**src/rtl/reservation_station_pkg.sv**
```systemverilog
// Shared types for the reservation station: physical tag width and the
// per-entry payload carried from rename to issue.
package reservation_station_pkg;
  localparam int PREG_W    = 6;
  localparam int NUM_PREGS = 64;
  localparam int OPC_W     = 7;
  localparam int INSTR_W   = 32;

  typedef logic [PREG_W-1:0] preg_t;

  typedef struct packed {
    logic [OPC_W-1:0]   opcode;
    preg_t              ps1;
    logic               rdy1;
    preg_t              ps2;
    logic               rdy2;
    preg_t              pd;
    logic [INSTR_W-1:0] instr;
  } rs_entry_t;

  // Apply one writeback broadcast to an entry's source-ready bits.
  function automatic rs_entry_t wake(rs_entry_t e, logic v, preg_t tag);
    rs_entry_t r;
    r      = e;
    r.rdy1 = e.rdy1 | (v && (e.ps1 == tag));
    r.rdy2 = e.rdy2 | (v && (e.ps2 == tag));
    return r;
  endfunction
endpackage

```
**src/rtl/reservation_station_if.sv**
```systemverilog
// Dispatch / wakeup / issue bundle between rename, writeback and execute.
interface reservation_station_if #(parameter int DEPTH = 16);
  import reservation_station_pkg::*;
  localparam int CNT_W = $clog2(DEPTH) + 1;

  logic               disp_valid;
  logic               disp_ready;
  logic [OPC_W-1:0]   disp_opcode;
  preg_t              disp_ps1;
  preg_t              disp_ps2;
  logic               disp_ps1_rdy;
  logic               disp_ps2_rdy;
  preg_t              disp_pd;
  logic [INSTR_W-1:0] disp_instr;
  logic               wb_valid;
  preg_t              wb_tag;
  logic               issue_valid;
  logic               issue_ready;
  logic [OPC_W-1:0]   issue_opcode;
  preg_t              issue_ps1;
  preg_t              issue_ps2;
  preg_t              issue_pd;
  logic [INSTR_W-1:0] issue_instr;
  logic [CNT_W-1:0]   count;

  modport master (
    output disp_valid, disp_opcode, disp_ps1, disp_ps2, disp_ps1_rdy, disp_ps2_rdy,
           disp_pd, disp_instr, wb_valid, wb_tag, issue_ready,
    input  disp_ready, issue_valid, issue_opcode, issue_ps1, issue_ps2, issue_pd,
           issue_instr, count
  );

  modport slave (
    input  disp_valid, disp_opcode, disp_ps1, disp_ps2, disp_ps1_rdy, disp_ps2_rdy,
           disp_pd, disp_instr, wb_valid, wb_tag, issue_ready,
    output disp_ready, issue_valid, issue_opcode, issue_ps1, issue_ps2, issue_pd,
           issue_instr, count
  );
endinterface

```
**src/rtl/reservation_station_select.sv**
```systemverilog
// Lowest-index priority select over the per-slot ready vector.
module rs_select #(
  parameter int N = 16,
  localparam int IDX_W = $clog2(N)
) (
  input  logic [N-1:0]     req,
  output logic [N-1:0]     gnt_oh,
  output logic [IDX_W-1:0] gnt_idx,
  output logic             any
);
  always_comb begin
    gnt_oh  = '0;
    gnt_idx = '0;
    for (int i = N - 1; i >= 0; i--) begin
      if (req[i]) begin
        gnt_oh  = N'(1) << i;
        gnt_idx = IDX_W'(i);
      end
    end
    any = |req;
  end
endmodule

```
**src/rtl/reservation_station.sv**
```systemverilog
// Age-ordered collapsing-queue reservation station: slot 0 is oldest,
// occupied slots are always 0..count-1, issue removes and shifts down.
module reservation_station
  import reservation_station_pkg::*;
#(
  parameter int DEPTH = 16
) (
  input logic                  clk,
  input logic                  reset,
  reservation_station_if.slave rs
);
  localparam int CNT_W = $clog2(DEPTH) + 1;
  localparam int IDX_W = $clog2(DEPTH);

  rs_entry_t [DEPTH-1:0] ent_q, ent_d;
  rs_entry_t [DEPTH:0]   woke;
  logic [CNT_W-1:0]      count_q, count_d, ins;
  logic [DEPTH-1:0]      req, gnt_oh;
  logic [IDX_W-1:0]      sel;
  logic                  any, fire, accept;
  rs_entry_t             new_ent, sel_ent;

  always_comb begin
    for (int i = 0; i < DEPTH; i++) begin
      woke[i] = wake(ent_q[i], rs.wb_valid, rs.wb_tag);
      req[i]  = (CNT_W'(i) < count_q) && ent_q[i].rdy1 && ent_q[i].rdy2;
    end
    // Extra zero slot so the top entry has something to shift in from.
    woke[DEPTH] = '0;
  end

  rs_select #(.N(DEPTH)) u_sel (
    .req     (req),
    .gnt_oh  (gnt_oh),
    .gnt_idx (sel),
    .any     (any)
  );

  // One-hot AND-OR mux: naturally all-zero payload when nothing is ready.
  always_comb begin
    sel_ent = '0;
    for (int i = 0; i < DEPTH; i++)
      if (gnt_oh[i]) sel_ent = sel_ent | ent_q[i];
  end

  assign fire   = any && rs.issue_ready;
  assign accept = rs.disp_valid && rs.disp_ready;
  assign ins    = fire ? count_q - CNT_W'(1) : count_q;

  always_comb begin
    new_ent = wake('{opcode: rs.disp_opcode, ps1: rs.disp_ps1, rdy1: rs.disp_ps1_rdy,
                     ps2: rs.disp_ps2, rdy2: rs.disp_ps2_rdy, pd: rs.disp_pd,
                     instr: rs.disp_instr}, rs.wb_valid, rs.wb_tag);
    for (int i = 0; i < DEPTH; i++) begin
      ent_d[i] = (fire && (IDX_W'(i) >= sel)) ? woke[i+1] : woke[i];
      if (accept && (CNT_W'(i) == ins)) ent_d[i] = new_ent;
    end
    unique case ({accept, fire})
      2'b10:   count_d = count_q + CNT_W'(1);
      2'b01:   count_d = count_q - CNT_W'(1);
      default: count_d = count_q;
    endcase
  end

  always_ff @(posedge clk) begin
    if (reset) begin
      count_q <= '0;
      ent_q   <= '0;
    end else begin
      count_q <= count_d;
      ent_q   <= ent_d;
    end
  end

  assign rs.disp_ready   = count_q < CNT_W'(DEPTH);
  assign rs.issue_valid  = any;
  assign rs.issue_opcode = sel_ent.opcode;
  assign rs.issue_ps1    = sel_ent.ps1;
  assign rs.issue_ps2    = sel_ent.ps2;
  assign rs.issue_pd     = sel_ent.pd;
  assign rs.issue_instr  = sel_ent.instr;
  assign rs.count        = count_q;
endmodule
```
**src/flat_wrapper.sv**
```systemverilog
// flat-port wrapper written by rule: the top's interface ports become plain ports
module reservation_station_flat import reservation_station_pkg::*;
#(
  parameter int DEPTH = 16
)
  (clk, reset, rs_disp_valid, rs_disp_opcode, rs_disp_ps1, rs_disp_ps2, rs_disp_ps1_rdy, rs_disp_ps2_rdy, rs_disp_pd, rs_disp_instr, rs_wb_valid, rs_wb_tag, rs_issue_ready, rs_disp_ready, rs_issue_valid, rs_issue_opcode, rs_issue_ps1, rs_issue_ps2, rs_issue_pd, rs_issue_instr, rs_count);
  reservation_station_if #(.DEPTH(DEPTH)) rs_i ();
  input logic clk;
  input logic reset;
  input wire logic [$bits(rs_i.disp_valid)-1:0] rs_disp_valid;
  input wire logic [$bits(rs_i.disp_opcode)-1:0] rs_disp_opcode;
  input wire logic [$bits(rs_i.disp_ps1)-1:0] rs_disp_ps1;
  input wire logic [$bits(rs_i.disp_ps2)-1:0] rs_disp_ps2;
  input wire logic [$bits(rs_i.disp_ps1_rdy)-1:0] rs_disp_ps1_rdy;
  input wire logic [$bits(rs_i.disp_ps2_rdy)-1:0] rs_disp_ps2_rdy;
  input wire logic [$bits(rs_i.disp_pd)-1:0] rs_disp_pd;
  input wire logic [$bits(rs_i.disp_instr)-1:0] rs_disp_instr;
  input wire logic [$bits(rs_i.wb_valid)-1:0] rs_wb_valid;
  input wire logic [$bits(rs_i.wb_tag)-1:0] rs_wb_tag;
  input wire logic [$bits(rs_i.issue_ready)-1:0] rs_issue_ready;
  output wire logic [$bits(rs_i.disp_ready)-1:0] rs_disp_ready;
  output wire logic [$bits(rs_i.issue_valid)-1:0] rs_issue_valid;
  output wire logic [$bits(rs_i.issue_opcode)-1:0] rs_issue_opcode;
  output wire logic [$bits(rs_i.issue_ps1)-1:0] rs_issue_ps1;
  output wire logic [$bits(rs_i.issue_ps2)-1:0] rs_issue_ps2;
  output wire logic [$bits(rs_i.issue_pd)-1:0] rs_issue_pd;
  output wire logic [$bits(rs_i.issue_instr)-1:0] rs_issue_instr;
  output wire logic [$bits(rs_i.count)-1:0] rs_count;
  assign rs_i.disp_valid = rs_disp_valid;
  assign rs_i.disp_opcode = rs_disp_opcode;
  assign rs_i.disp_ps1 = rs_disp_ps1;
  assign rs_i.disp_ps2 = rs_disp_ps2;
  assign rs_i.disp_ps1_rdy = rs_disp_ps1_rdy;
  assign rs_i.disp_ps2_rdy = rs_disp_ps2_rdy;
  assign rs_i.disp_pd = rs_disp_pd;
  assign rs_i.disp_instr = rs_disp_instr;
  assign rs_i.wb_valid = rs_wb_valid;
  assign rs_i.wb_tag = rs_wb_tag;
  assign rs_i.issue_ready = rs_issue_ready;
  assign rs_disp_ready = rs_i.disp_ready;
  assign rs_issue_valid = rs_i.issue_valid;
  assign rs_issue_opcode = rs_i.issue_opcode;
  assign rs_issue_ps1 = rs_i.issue_ps1;
  assign rs_issue_ps2 = rs_i.issue_ps2;
  assign rs_issue_pd = rs_i.issue_pd;
  assign rs_issue_instr = rs_i.issue_instr;
  assign rs_count = rs_i.count;
  reservation_station #(.DEPTH(DEPTH)) u_core (.clk(clk), .reset(reset), .rs(rs_i));
endmodule
```
**config.mk**
```make
export PLATFORM = sky130hd
export DESIGN_NAME = reservation_station_flat
export DESIGN_NICKNAME = d
export VERILOG_FILES = /design/src/rtl/reservation_station_pkg.sv /design/src/rtl/reservation_station_if.sv /design/src/rtl/reservation_station_select.sv /design/src/rtl/reservation_station.sv /design/src/flat_wrapper.sv
export SDC_FILE = /design/constraint.sdc
export NUM_CORES = 2
export LEC_CHECK = 0
export CAP_MARGIN = 40
export CORE_ASPECT_RATIO = 1.25
export CORE_MARGIN = 5
export CORE_UTILIZATION = 40
export DETAILED_ROUTE_END_ITERATION = 6
export PLACE_DENSITY_LB_ADDON = 0.2
export SETUP_SLACK_MARGIN = 0.1
export SLEW_MARGIN = 20
export SYNTH_ARGS = -nofsm -noshare
export SYNTH_HDL_FRONTEND = slang
export SYNTH_SLANG_ARGS = --single-unit
```
**constraint.sdc**
```tcl
create_clock -name clk -period 4.44 [get_ports clk]
set_input_delay 0.444 -clock clk [delete_from_list [all_inputs] [get_ports clk]]
set_output_delay 0.444 -clock clk [all_outputs]
set_load 0.005 [all_outputs]
```
==> results.py <==
metrics = {
    "status": {
        "outcome": "finished, violations left",
        "violations": "DRC, setup timing",
    },
    "global_route": {
        "antenna_found_initial": 12,
        "grt-ovfl-total": 0,
        "grt_start_max_net_pins": 154,
        "grt_pass1_vias": 48290,
        "grt_pass1_wl_mm": 322.5,
        "gr-usage-all-layers_pct": 30.98,
    },
    "timing": {
        "fin_worst_skew_ns": 0.06520,
        "tightest_slew_ns": 1.095,
        "final-setup-viol-count": 1,
        "post-route-period-util_pct": 100.1,
        "finalHoldViolations": 0,
        "drv_slew": 0,
        "tns_ns": -0.005817,
        "period_minus_slack_ns": 4.446,
        "max-slew-margin-rel_pct": 27.00,
        "fin_ws_ns": -0.005817,
        "fmax_ghz": 0.2249,
        "rsz0062_at_grt": "yes",
    },
    "layout": {
        "drive_above_1_share_pct": 13.98,
        "final_cell_mix": "nand2_1 (1,330), dfxtp_1 (945), nor2_1 (748)",
        "areaGrowthSynthToFinish_pct": 17.60,
        "layout_commonest_cell": "nand2_1",
        "utilization_pct": 47.40,
        "final_cells": 8066,
        "fin_nets": 6347,
    },
    "run": {
        "drv_cap": 0,
    },
    "clock_network": {
        "ctsHoldBuffers": 0,
        "clkLatencyLatePin_ns": 0.75,
        "cts.sinks": 949,
        "clk_pin_slew_ns": 0.06,
        "cts_max_level": 3,
        "numCtsBuffers": 105,
        "clock_path_buffers": 3,
        "cts_tree": "done",
        "cts-root-buf": "clkbuf_16",
    },
    "floorplan": {
        "die_area_um2": 135000,
        "fp.dieH_um": 409.6,
        "pin_count": 134,
        "core_um2": 126800,
        "start_util_pct": 40.30,
        "rows": 146,
        "dieWidth_um": 329.7,
    },
    "pwr": {
        "irDropWorstVdd_mv": 0.2805,
        "leakage_uw": 0.02174,
        "power_density_nw_per_um2": 355.7,
    },
    "critical_path": {
        "required_ns": 4.00,
        "end_kind": "output pin",
        "start_kind": "flop",
        "worst_path_largest_cell_delay_ns": 0.53,
        "crit_type": "flop to output pin",
        "crit_top_cell": "buf_4",
        "crit_slowest_cell": "nand4_1",
        "worstPathMaxFanout": 47,
        "cp_data_arrival_time_ns": 4.00,
        "path_cells": "buf_12, nor4_4, nor2b_4, buf_12, o22ai_1, a221oi_2, buf_4, and4_1, nand4_1, buf_4, buf_4",
    },
    "placement": {
        "placed_cells": 7756,
        "dp_hpwl_mm": 134.5,
        "gp_congestion": 0.9084,
        "dp_slack_ns": -0.1027,
        "portBuffers": 133,
    },
    "synthesis": {
        "synth_cell_types": 77,
        "avgSynthCellArea_um2": 7.926,
        "synth_area_leader_cell": "dfxtp_1",
        "syn_nets": 6521,
        "synth_warnings": 0,
        "synthFlopType": "dfxtp_1",
        "synth_edf_count": 0,
        "netlist_area_um2": 51100,
        "synth-async-reset-ratio_pct": 0,
        "ys_seq_area_share_pct": 37.18,
        "yosys-top-cells-area": "dfxtp_1 (37%), nand2_1 (9.9%), mux2i_1 (6.9%)",
        "synth-seq-cells": 949,
        "synth_top_area_share_pct": 37.18,
        "syn-instance-count": 6447,
    },
    "drt": {
        "wirelength_mm": 220.8,
        "drcViolationCount": 4,
        "dr.pass1.iters": 7,
        "ant_nets": 0,
        "via_count": 51430,
        "drt_iter0_drc": 6379,
        "viasPerCell": 6.377,
        "wl_per_cell_um": 27.37,
    },
    "hold_path": {
        "worstHoldPathType": "primary input to flop",
    },
}
-- sequential cells by signal, indices dropped and copies added (netlist names) --
signal           cells
u_core.rs.count      5
u_core.ent_q       944
-- worst max-delay path, delay by kind of cell, from the launching register on --
| family | cells | cell delay (ns) |
|---|---|---|
| AOI/OAI and AO/OA | 2 | 0.41 |
| and+or+nand+nor | 4 | 1.37 |
| buffers and inverters | 5 | 1.15 |
| DFF | 1 | 0.36 |
-- stage by stage --
stage          area, µm²  hold WS, ns  power [µW]
6_report           60090       0.2051       21370
5_1_grt            60080       0.2219       21920
3_5_place_dp       54510       0.4681       11920
4_1_cts            59640       0.1467       21340
2_1_floorplan      51100       0.4487       10760
3_3_place_gp       54390       0.4601       11870
-- where the power goes --
part | total (µW) | switching, µW | internal (µW)
Sequential | 9060 | 257 | 8810
Combinational | 2850 | 1990 | 859
Clock | 9470 | 3940 | 5530
-- worst paths after layout --
check                           end                from  cells past startpoint  slack, ns
setup / recovery     rs_issue_pd[5]  u_core.rs.count[0]                     11     -0.006
hold / removal    u_core.ent_q[458]               reset                      2       0.21
setup reg to reg  u_core.ent_q[478]  u_core.rs.count[4]                     10       0.16
hold reg to reg    u_core.ent_q[57]   u_core.ent_q[116]                      2       0.47
-- cell type report --
| type | instances | area [µm²] |
|---|---|---|
| Clock buffer | 153 | 3131 |
| Multi-Input combinational cell | 4734 | 29800 |
| Antenna cell | 6 | 15.01 |
| Clock inverter | 39 | 538.0 |
| Sequential cell | 949 | 19010 |
| Timing Repair Buffer | 475 | 5431 |
| Tap cell | 1702 | 2130 |
| Inverter | 8 | 35.03 |
| Fill cell | 12180 | 66690 |
-- Yosys cell counts (10+ instances only) --
cell type / instances
clkbuf_1: 529
a211oi_1: 185
a222oi_1: 57
a41o_1: 14
nand2_1: 1341
o22ai_1: 57
buf_2: 113
a211oi_2: 61
xnor2_1: 76
mux2_2: 51
a221oi_1: 57
dfxtp_1: 949
mux2i_1: 353
nor3_1: 22
nand4_1: 82
a21boi_0: 10
nand3_1: 122
a22o_1: 12
buf_6: 15
a311oi_1: 401
and3_1: 93
a31oi_1: 60
buf_1: 90
nor2_1: 757
a311oi_2: 45
xor2_1: 132
nor4_1: 23
buf_4: 10
a21oi_1: 269
o31ai_1: 60
and4_1: 45
o21ai_0: 73
nor2b_1: 19
a22oi_1: 128
-- repair_timing --
item	CTS	global route
setup buffers	85	14
gates cloned	9	3
gates resized for setup	316	105
hold endpoints to repair	0	0
setup endpoints to repair	57	53
pin swaps	47	37
-- kinds of logic (layout without fill, tap and decap cells) --
| family | Yosys count | after routing | synth area share, % |
|---|---|---|---|
| buf+inv | 765 | 675 | 6.190 |
| simple gates | 2551 | 2552 | 20.90 |
| xor+xnor | 208 | 208 | 3.565 |
| compound gates | 1558 | 1558 | 23.84 |
| other cells | 0 | 6 | 0 |
| mux | 412 | 412 | 8.223 |
| flops | 949 | 949 | 37.18 |
| fa+ha+maj | 4 | 4 | 0.09795 |
-- per-layer routing --
metal	wire (µm)	up-vias	track usage, %	share of wire [%]
li1	-	22920	-	-
met1	85990	25050	38.60	39
met2	101900	2760	49.60	46
met3	20010	701	6.607	9.1
met4	12850	8	17.60	5.8
met5	45	-	0	0.020
No activity file was read; power rests on OpenSTA's default activity.
